==> config.mk <==
export PLATFORM = sky130hd
export DESIGN_NAME = ball_ctl
export DESIGN_NICKNAME = d
export VERILOG_FILES = /design/src/rtl/ball_ctl.sv
export SDC_FILE = /design/constraint.sdc
export NUM_CORES = 1
export LEC_CHECK = 0
export BUFFER_PORTS_ARGS = -buffer_cell sky130_fd_sc_hd__buf_2
export CORE_MARGIN = 4
export CORE_UTILIZATION = 29
export DETAILED_ROUTE_END_ITERATION = 16
export SYNTH_ARGS = -nofsm -noshare
export SYNTH_HDL_FRONTEND = slang
export SYNTH_SLANG_ARGS = --single-unit
==> constraint.sdc <==
create_clock -name pclk -period 4.15 [get_ports pclk]
set_input_delay 0.2075 -clock pclk [delete_from_list [all_inputs] [get_ports pclk]]
set_output_delay 0.2075 -clock pclk [all_outputs]
set_load 0.05 [all_outputs]
==> src/rtl/ball_ctl.sv <==
// Ball motion controller: moves the ball once per frame at the start of vertical blanking, bounces it off walls and paddles, scores misses.
// Latency: xpos/ypos and point pulses update on the first pclk edge with vblnk_in high; ball_active lags the state register by one cycle.
// Backpressure: none; inputs are levels or single-cycle pulses, outputs are held registers until the next frame tick.
// Ports: pclk/rst (async, active-low); vblnk_in frame timing; game_en enable level; serve one-cycle request;
//        paddle_l_y/paddle_r_y paddle tops; xpos/ypos ball top-left; point_l/point_r score pulses; ball_active high in MOVE.
module ball_ctl #(
  parameter int H_RES          = 800,
  parameter int V_RES          = 600,
  parameter int BALL_SIZE      = 16,
  parameter int SPEED          = 4,
  parameter int PADDLE_W       = 8,
  parameter int PADDLE_H       = 64,
  parameter int LEFT_PADDLE_X  = 16,
  parameter int RIGHT_PADDLE_X = 776,
  parameter int SERVE_X        = 392,
  parameter int SERVE_Y        = 292,
  parameter int HOLD_FRAMES    = 60
) (
  input  logic        pclk,
  input  logic        rst,
  input  logic        vblnk_in,
  input  logic        game_en,
  input  logic        serve,
  input  logic [11:0] paddle_l_y,
  input  logic [11:0] paddle_r_y,
  output logic [11:0] xpos,
  output logic [11:0] ypos,
  output logic        point_l,
  output logic        point_r,
  output logic        ball_active
);

  typedef enum logic [1:0] {IDLE = 2'd0, MOVE = 2'd1, HOLD = 2'd2} state_t;

  // 13-bit working width so sums never wrap before the range checks.
  localparam logic [12:0] X_MAX     = 13'(H_RES - BALL_SIZE);
  localparam logic [12:0] Y_MAX     = 13'(V_RES - BALL_SIZE);
  localparam logic [12:0] L_FACE    = 13'(LEFT_PADDLE_X + PADDLE_W);
  localparam logic [12:0] R_FACE    = 13'(RIGHT_PADDLE_X - BALL_SIZE);
  localparam logic [12:0] SPD       = 13'(SPEED);
  localparam logic [12:0] BSZ       = 13'(BALL_SIZE);
  localparam logic [12:0] PHT       = 13'(PADDLE_H);
  localparam logic [11:0] SRV_X     = 12'(SERVE_X);
  localparam logic [11:0] SRV_Y     = 12'(SERVE_Y);
  localparam logic [7:0]  HOLD_LAST = 8'(HOLD_FRAMES - 1);

  state_t      state_q, state_d;
  logic        vblnk_q, tick;
  logic        dx, dy, dx_d, dy_d;
  logic [7:0]  hold_cnt, hold_cnt_d;
  logic [11:0] xpos_d, ypos_d;
  logic        point_l_d, point_r_d, ball_active_d;

  logic [12:0] x_ext, y_ext, pl_top, pr_top;
  logic [11:0] x_mv, y_mv;
  logic        dx_mv, dy_mv;
  logic        ovl_l, ovl_r, hit_l, hit_r, score_l, score_r;

  assign tick = vblnk_in & ~vblnk_q;

  // Candidate position/direction for a MOVE tick, from the current x/y.
  always_comb begin
    x_ext  = {1'b0, xpos};
    y_ext  = {1'b0, ypos};
    pl_top = {1'b0, paddle_l_y};
    pr_top = {1'b0, paddle_r_y};
    ovl_l  = (y_ext + BSZ > pl_top) && (y_ext < pl_top + PHT);
    ovl_r  = (y_ext + BSZ > pr_top) && (y_ext < pr_top + PHT);
    // Once past a face the range test can no longer hold, so a passed
    // paddle is never hit again and the ball runs on to the edge.
    hit_l   = !dx && (x_ext >= L_FACE) && (x_ext <= L_FACE + SPD) && ovl_l;
    hit_r   =  dx && (x_ext <= R_FACE) && (x_ext + SPD >= R_FACE) && ovl_r;
    score_r = !dx && !hit_l && (x_ext < SPD);
    score_l =  dx && !hit_r && (x_ext + SPD >= X_MAX);

    y_mv  = ypos;
    dy_mv = dy;
    if (dy) begin
      if (y_ext + SPD >= Y_MAX) begin
        y_mv  = Y_MAX[11:0];
        dy_mv = 1'b0;
      end else begin
        y_mv = 12'(y_ext + SPD);
      end
    end else if (y_ext < SPD) begin
      y_mv  = '0;
      dy_mv = 1'b1;
    end else begin
      y_mv = 12'(y_ext - SPD);
    end

    x_mv  = xpos;
    dx_mv = dx;
    if (hit_l) begin
      x_mv  = L_FACE[11:0];
      dx_mv = 1'b1;
    end else if (score_r) begin
      x_mv = '0;
    end else if (!dx) begin
      x_mv = 12'(x_ext - SPD);
    end else if (hit_r) begin
      x_mv  = R_FACE[11:0];
      dx_mv = 1'b0;
    end else if (score_l) begin
      x_mv = X_MAX[11:0];
    end else begin
      x_mv = 12'(x_ext + SPD);
    end
  end

  // State register.
  always_ff @(posedge pclk or negedge rst) begin
    if (!rst) state_q <= IDLE;
    else      state_q <= state_d;
  end

  // Next-state logic; game_en low overrides everything.
  always_comb begin
    state_d = state_q;
    if (!game_en) begin
      state_d = IDLE;
    end else begin
      case (state_q)
        IDLE:    if (serve) state_d = MOVE;
        MOVE:    if (tick && (score_l || score_r)) state_d = HOLD;
        HOLD:    if (tick && (hold_cnt == HOLD_LAST)) state_d = IDLE;
        default: state_d = IDLE;
      endcase
    end
  end

  // Output / datapath next values.
  always_comb begin
    xpos_d        = xpos;
    ypos_d        = ypos;
    dx_d          = dx;
    dy_d          = dy;
    hold_cnt_d    = hold_cnt;
    point_l_d     = 1'b0;
    point_r_d     = 1'b0;
    ball_active_d = (state_q == MOVE);
    if (!game_en) begin
      xpos_d     = SRV_X;
      ypos_d     = SRV_Y;
      hold_cnt_d = '0;
    end else begin
      case (state_q)
        IDLE: begin
          xpos_d = SRV_X;
          ypos_d = SRV_Y;
          // Alternate serve direction; a tick in this cycle does not move the ball.
          if (serve) dx_d = ~dx;
        end
        MOVE: begin
          if (tick) begin
            xpos_d    = x_mv;
            ypos_d    = y_mv;
            dx_d      = dx_mv;
            dy_d      = dy_mv;
            point_l_d = score_l;
            point_r_d = score_r;
          end
        end
        HOLD: begin
          if (tick) begin
            if (hold_cnt == HOLD_LAST) begin
              hold_cnt_d = '0;
              xpos_d     = SRV_X;
              ypos_d     = SRV_Y;
            end else begin
              hold_cnt_d = hold_cnt + 8'd1;
            end
          end
        end
        default: ;
      endcase
    end
  end

  always_ff @(posedge pclk or negedge rst) begin
    if (!rst) begin
      vblnk_q     <= 1'b0;
      xpos        <= SRV_X;
      ypos        <= SRV_Y;
      dx          <= 1'b1;
      dy          <= 1'b1;
      hold_cnt    <= '0;
      point_l     <= 1'b0;
      point_r     <= 1'b0;
      ball_active <= 1'b0;
    end else begin
      vblnk_q     <= vblnk_in;
      xpos        <= xpos_d;
      ypos        <= ypos_d;
      dx          <= dx_d;
      dy          <= dy_d;
      hold_cnt    <= hold_cnt_d;
      point_l     <= point_l_d;
      point_r     <= point_r_d;
      ball_active <= ball_active_d;
    end
  end

endmodule
==> Yosys cells after proc, flatten, opt, wreduce, memory -nomap -nowiden <==
Cells that the tools add are included.
{ "word_totals": {"ff_bits": 40, "input_bits": 29, "elab_cells": 116} }
{ "op_classes": {"n_addsub": 8, "order_cmp": 12, "n_eq_ne": 15, "n_mux": 43, "bitwise_logic": 3, "reduce_logical": 25} }
{ "op_table": {"columns": ["cell", "count"], "rows": [
  ["$mux 12", 16],
  ["$pmux 12 s3", 2],
  ["$ge 13x10->1 const B", 3],
  ["$mux 8", 4],
  ["$add 12x3->13 const B", 2],
  ["$add 12x7->13 const B", 2],
  ["$gt 13x12->1", 2],
  ["$lt 12x13->1", 2],
  ["$lt 12x3->1 const B", 2],
  ["$sub 12x3->12 const B", 2],
  ["$ne 3x3->1 const B", 6],
  ["$mux 1", 15],
  ["$logic_and 1x1->1", 14],
  ["$add 12x5->13 const B", 1],
  ["$ge 12x5->1 const B", 1],
  ["$le 12x10->1 const B", 1],
  ["$le 12x5->1 const B", 1],
  ["$add 8x1->8 const B", 1],
  ["$eq 8x6->1 const B", 1],
  ["$mux 2", 4],
  ["$pmux 2 s3", 1],
  ["$reduce_and 3->1", 2],
  ["$reduce_and 5->1", 1],
  ["$ne 2x1->1 const B", 2],
  ["other kinds (14)", 18]
]} }

==> Logic depth before layout (Yosys ltp) <==
{ "depth": {"depth_word": 15, "depth_mapped": 15} }

==> Least setup slack after synthesis <==
Ideal clock, no wire load.
{ "synth_path": {"kind": "reg2reg", "startpoint": "register ypos[4]", "endpoint": "register xpos[9]", "t_arrival_ns": 3.207, "required_ns": 4.032, "setup_slack_ns": 0.824, "path_stages_with_launch": 15, "n_path_buf": 0, "path_cell_list": "dfrtp_1 -> inv_1 -> nor3_1 -> nand3_1 -> nor2_1 -> xor2_1 -> ha_1 -> and3_1 -> nand3_1 -> o311a_1 -> and4_1 -> o221a_2 -> nor3_1 -> a21oi_1 -> a21o_1"} }
{ "synth_via": {"elab_chain_len": 15, "elab_cells_between_ends": 23, "cone_classes": "add/sub (1); order compare (4); mux (8); reduce/logical (10)"} }
{ "synth_lines": {"columns": ["element", "line", "source"], "rows": [
  ["start, declared", "27", "output logic [11:0] ypos,"],
  ["start signal, assigned", "194", "ypos <= ypos_d;"],
  ["$add 12x5->13", "67, 68", null],
  ["$gt 13x12->1", "68", "ovl_r = (y_ext + BSZ > pr_top) && (y_ext < pr_top + PHT);"],
  ["$logic_and 1x1->1", "68", null],
  ["$logic_and 1x1->1", "72", "hit_r = dx && (x_ext <= R_FACE) && (x_ext + SPD >= R_FACE) && ovl_r;"],
  ["$logic_not 1->1", "74", "score_l = dx && !hit_r && (x_ext + SPD >= X_MAX);"],
  ["$logic_and 1x1->1 (2 in series)", "74", null],
  ["$mux 12", "104", "end else if (score_l) begin"],
  ["$mux 12", "101", "end else if (hit_r) begin"],
  ["$mux 12", "99", "end else if (!dx) begin"],
  ["$mux 12", "97", "end else if (score_r) begin"],
  ["$mux 12 (*)", "94", "if (hit_l) begin"],
  ["$mux 12 (*)", "155", "if (tick) begin"],
  ["$pmux 12 s3 (*)", "147", "case (state_q)"],
  ["$mux 12 (*)", "142", "if (!game_en) begin"],
  ["end signal, assigned", "193", "xpos <= xpos_d;"],
  ["end, declared", "26", "output logic [11:0] xpos,"]
]} }
Mark *: on every way between the ends. The rest lies on a longest branch, timed or not. The select of a mux whose other input is x is not followed.
A chain may end at the register's enable or synchronous reset.

==> Worst setup path after layout <==
{ "layout_path": {"startpoint": "register ypos[8]", "endpoint": "register xpos[11]"} }
Same word-level chain as after synthesis.

==> flow_summary.yaml <==
outcome:
  status: "finished, final reports clean"
drt:
  routed_via_density: 5.64
  drtAntennaViolNets: 0
  drt_pre_antenna_iters: 5
  drt_iter0_drc: 278
  num_vias: 4082
  routed_wl_um: 12000
  drc: 0
  wl_per_cell_um: 16.5
worst_setup_path:
  endpoint_kind: "register"
  cp-startpoint: "ypos[8]$_DFFE_PN1P_"
  endpoint: "xpos[11]$_DFFE_PN0P_"
  worstPathRequired_ns: 4.35
  cp_slowest_cell: "dfstp_2"
  r2r-start: "ypos[8]$_DFFE_PN1P_"
  max_stage_delay_ns: 0.69
  worstSetupPathType: "reg2reg"
  startpoint_type: "register"
  r2r_cells: 12
  cp.arrival_ns: 3.67
  r2r_end: "xpos[11]$_DFFE_PN0P_"
  r2r_slack_ns: 0.68
  worstPathMaxFanout: 13
  crit_chain: "inv_1, nor3_1, nand3_1, xnor2_1, ha_1, and3_1, nand4_1, o22a_1, o2111ai_2, and3_1, nand3_1, o31ai_1"
clock_tree:
  cts_setup_buffers: 0
  cts.repair.resized: 0
  clk_latency_ns: 0.28
  root_buffer: "clkbuf_16"
  cts_buffer_depth: 2
  postCtsHoldBufs: 0
  cts_buffers: 5
  cts-htree-levels: 2
  cts.sink_count: 36
  clk_pin_slew_worst_paths_ns: 0.06
  cts_tree: "yes"
sta:
  fin_crit_ns: 3.47
  tightest_slew_ns: 0.869
  maxSlewViolCount: 0
  setup_ws_ns: 0.679
  finalClockSkew_ns: 0.00966
  rsz0062_at_grt: "no"
  relSlewSlack: 0.421
  finalSetupViolCount: 0
  finalCritPeriodShare: 0.836
  hold_violations: 0
  max_freq_ghz: 0.288
  setup_tns_ns: 0
finish:
  final_area_um2: 4550
  regArea_um2: 911
  nFillCells: 1412
  multiInputGateArea_um2: 2860
  diodes: 0
  drive_gt1_frac: 0.151
  layout.nets: 624
  area_delta_synth_final_pct: 13.2
floorplanning:
  die_h_um: 126
  num_io_pins: 56
  row_count: 42
  die_w_um: 126
  initial_core_util: 0.300
  core-area_um2: 13400
  die_area_um2: 15800
synth:
  synth_area_um2: 4020
  synthArstFlopShare: 1.00
  ys_warn_count: 0
  synth.distinct_cells: 74
  synth_area_per_cell_um2: 7.93
  synth-edff-count: 0
  yosysSeqAreaShare: 0.226
  ys_ff_latch: 36
  synthCells: 507
  ys.flop_type: "dfrtp_1"
placed_design:
  dp_hpwl_um: 9110
  detailedPlace.worstSlack_ns: 0.714
  place_congestion: 0.902
  port_buffers: 51
  place_area_um2: 4400
worst_hold_path:
  hp-class: "in2async"
run:
  max-cap-violations: 0
power:
  irDropWorstVdd_mv: 0.124
  p_leak_uw: 0.00208
  power.density_nw_per_um2: 217
  total_power_uw: 991
global_routing:
  use_met1: 0.198
  grt_first_pass_wirelength_um: 20000
  grt.total_usage: 0.148
  gr-max-usage-layer: "met2"
  antenna_found_initial: 0
  grt_pass1_vias: 4051
  gr-usage-met2: 0.253
  grt_max_degree: 37
  gr-total-overflow: 0
  use_met3: 0.0212
==> synth_stat cells, types with 4 or more instances <==
master | number | share of area
ha_1 | 48 | 0.15
nor2_1 | 41 | 0.038
inv_1 | 38 | 0.035
nand2_1 | 33 | 0.031
nand3_1 | 33 | 0.041
o21ai_0 | 30 | 0.037
a21oi_1 | 29 | 0.036
dfrtp_1 | 28 | 0.17
xnor2_1 | 16 | 0.035
nor3_1 | 15 | 0.019
and3_1 | 14 | 0.022
xor2_1 | 13 | 0.028
clkbuf_1 | 10 | 0.0093
a21o_1 | 8 | 0.015
dfstp_2 | 8 | 0.052
nor2b_1 | 7 | 0.011
o211ai_1 | 7 | 0.013
a211oi_1 | 6 | 0.011
a31oi_1 | 6 | 0.0093
buf_2 | 6 | 0.0075
o31ai_1 | 6 | 0.011
or3_1 | 6 | 0.0093
and4_1 | 5 | 0.011
buf_4 | 5 | 0.0093
nand4_1 | 5 | 0.0078
o21a_1 | 5 | 0.0093
and2_1 | 4 | 0.0062
nor4_1 | 4 | 0.0062
o21ai_1 | 4 | 0.0050
==> how the worst min path moves through the flow <==
stage	end	start	cells past startpoint
finish	xpos[10]$_DFFE_PN0P_	rst	1
CTS	xpos[10]$_DFFE_PN0P_	rst	1
global route	vblnk_q$_DFF_PN0_	vblnk_in	1
global placement	vblnk_q$_DFF_PN0_	vblnk_in	1
floorplan	ball_active$_DFF_PN0_	rst	0
detailed placement	hold_cnt[3]$_DFFE_PN0P_	rst	1
==> through the flow <==
stage                     utilization  hold slack (ns)  std cells
final                           0.340           0.0287        724
after global routing            0.340           0.0800        724
after CTS                       0.340           0.0639        724
after detailed placement        0.329            0.368        716
after global placement          0.329            0.364        716
after floorplan                     -          -0.0881        510
==> final cells by class <==
| type | instances | share of cell area |
|---|---|---|
| clock buffers | 7 | 0.0313 |
| inverters | 38 | 0.0313 |
| repair buffers | 53 | 0.0593 |
| well taps | 176 | 0.0484 |
| flip-flops and latches | 36 | 0.200 |
| clock inverters | 1 | 0.00165 |
| multi-input cells | 413 | 0.628 |
==> flip-flops by register name, indices dropped and copies added, names as in the netlist <==
signal and flops:
xpos 10, ypos 10, hold_cnt 8, state_q 2, ball_active 1, dx 1, dy 1, point_l 1
point_r 1, vblnk_q 1
==> placed cells by master, fill, tap and decap left out, types with 5 or more instances in the layout <==
cell and count:
and3_1 14, buf_2 51, and4_1 5, xor2_1 13
inv_1 38, o21a_1 5, nand3_1 33, nor2_1 41
or3_1 6, ha_1 48, o21ai_0 30, dfstp_2 8
xnor2_1 16, a21oi_1 29, a31oi_1 6, a21o_1 8
clkbuf_16 5, o211ai_1 7, a211oi_1 6, nor3_1 15
o31ai_1 6, dfrtp_1 28, nand2_1 33, nor2b_1 7
nand4_1 5
==> critical path: cells and delay by family, from the launching register on <==
| kind | cells | cell delay [ns] |
|---|---|---|
| DFF | 1 | 0.69 |
| adders and majority gates | 1 | 0.33 |
| buffers and inverters | 1 | 0.13 |
| xor gates and xnor gates | 1 | 0.22 |
| and+or+nand+nor | 6 | 1.16 |
| AOI/OAI and AO/OA | 3 | 0.85 |
==> layer usage <==
layer / up-vias / share of wire
met1: 1996 / 0.45
met4: 0 / 0.015
met3: 13 / 0.048
met2: 125 / 0.49
li1: 1948 / -
met5: - / 0
==> cells by family after synthesis <==
kind of cell	after synthesis	synth area share
AO/OA/AOI/OAI	142	0.244
flip-flops	36	0.226
other	1	0.000932
multiplexers	1	0.00249
AND/OR/NAND/NOR	189	0.248
buffers and inverters	61	0.0653
adder cells (fa/ha/maj)	48	0.149
XOR/XNOR	29	0.0631
==> power by group <==
group / internal (uW) / switching [uW] / total [uW]
logic: 79.0 / 134 / 213
clock network: 239 / 150 / 389
registers: 363 / 25.1 / 388
Power figures use the tool's default switching activity.
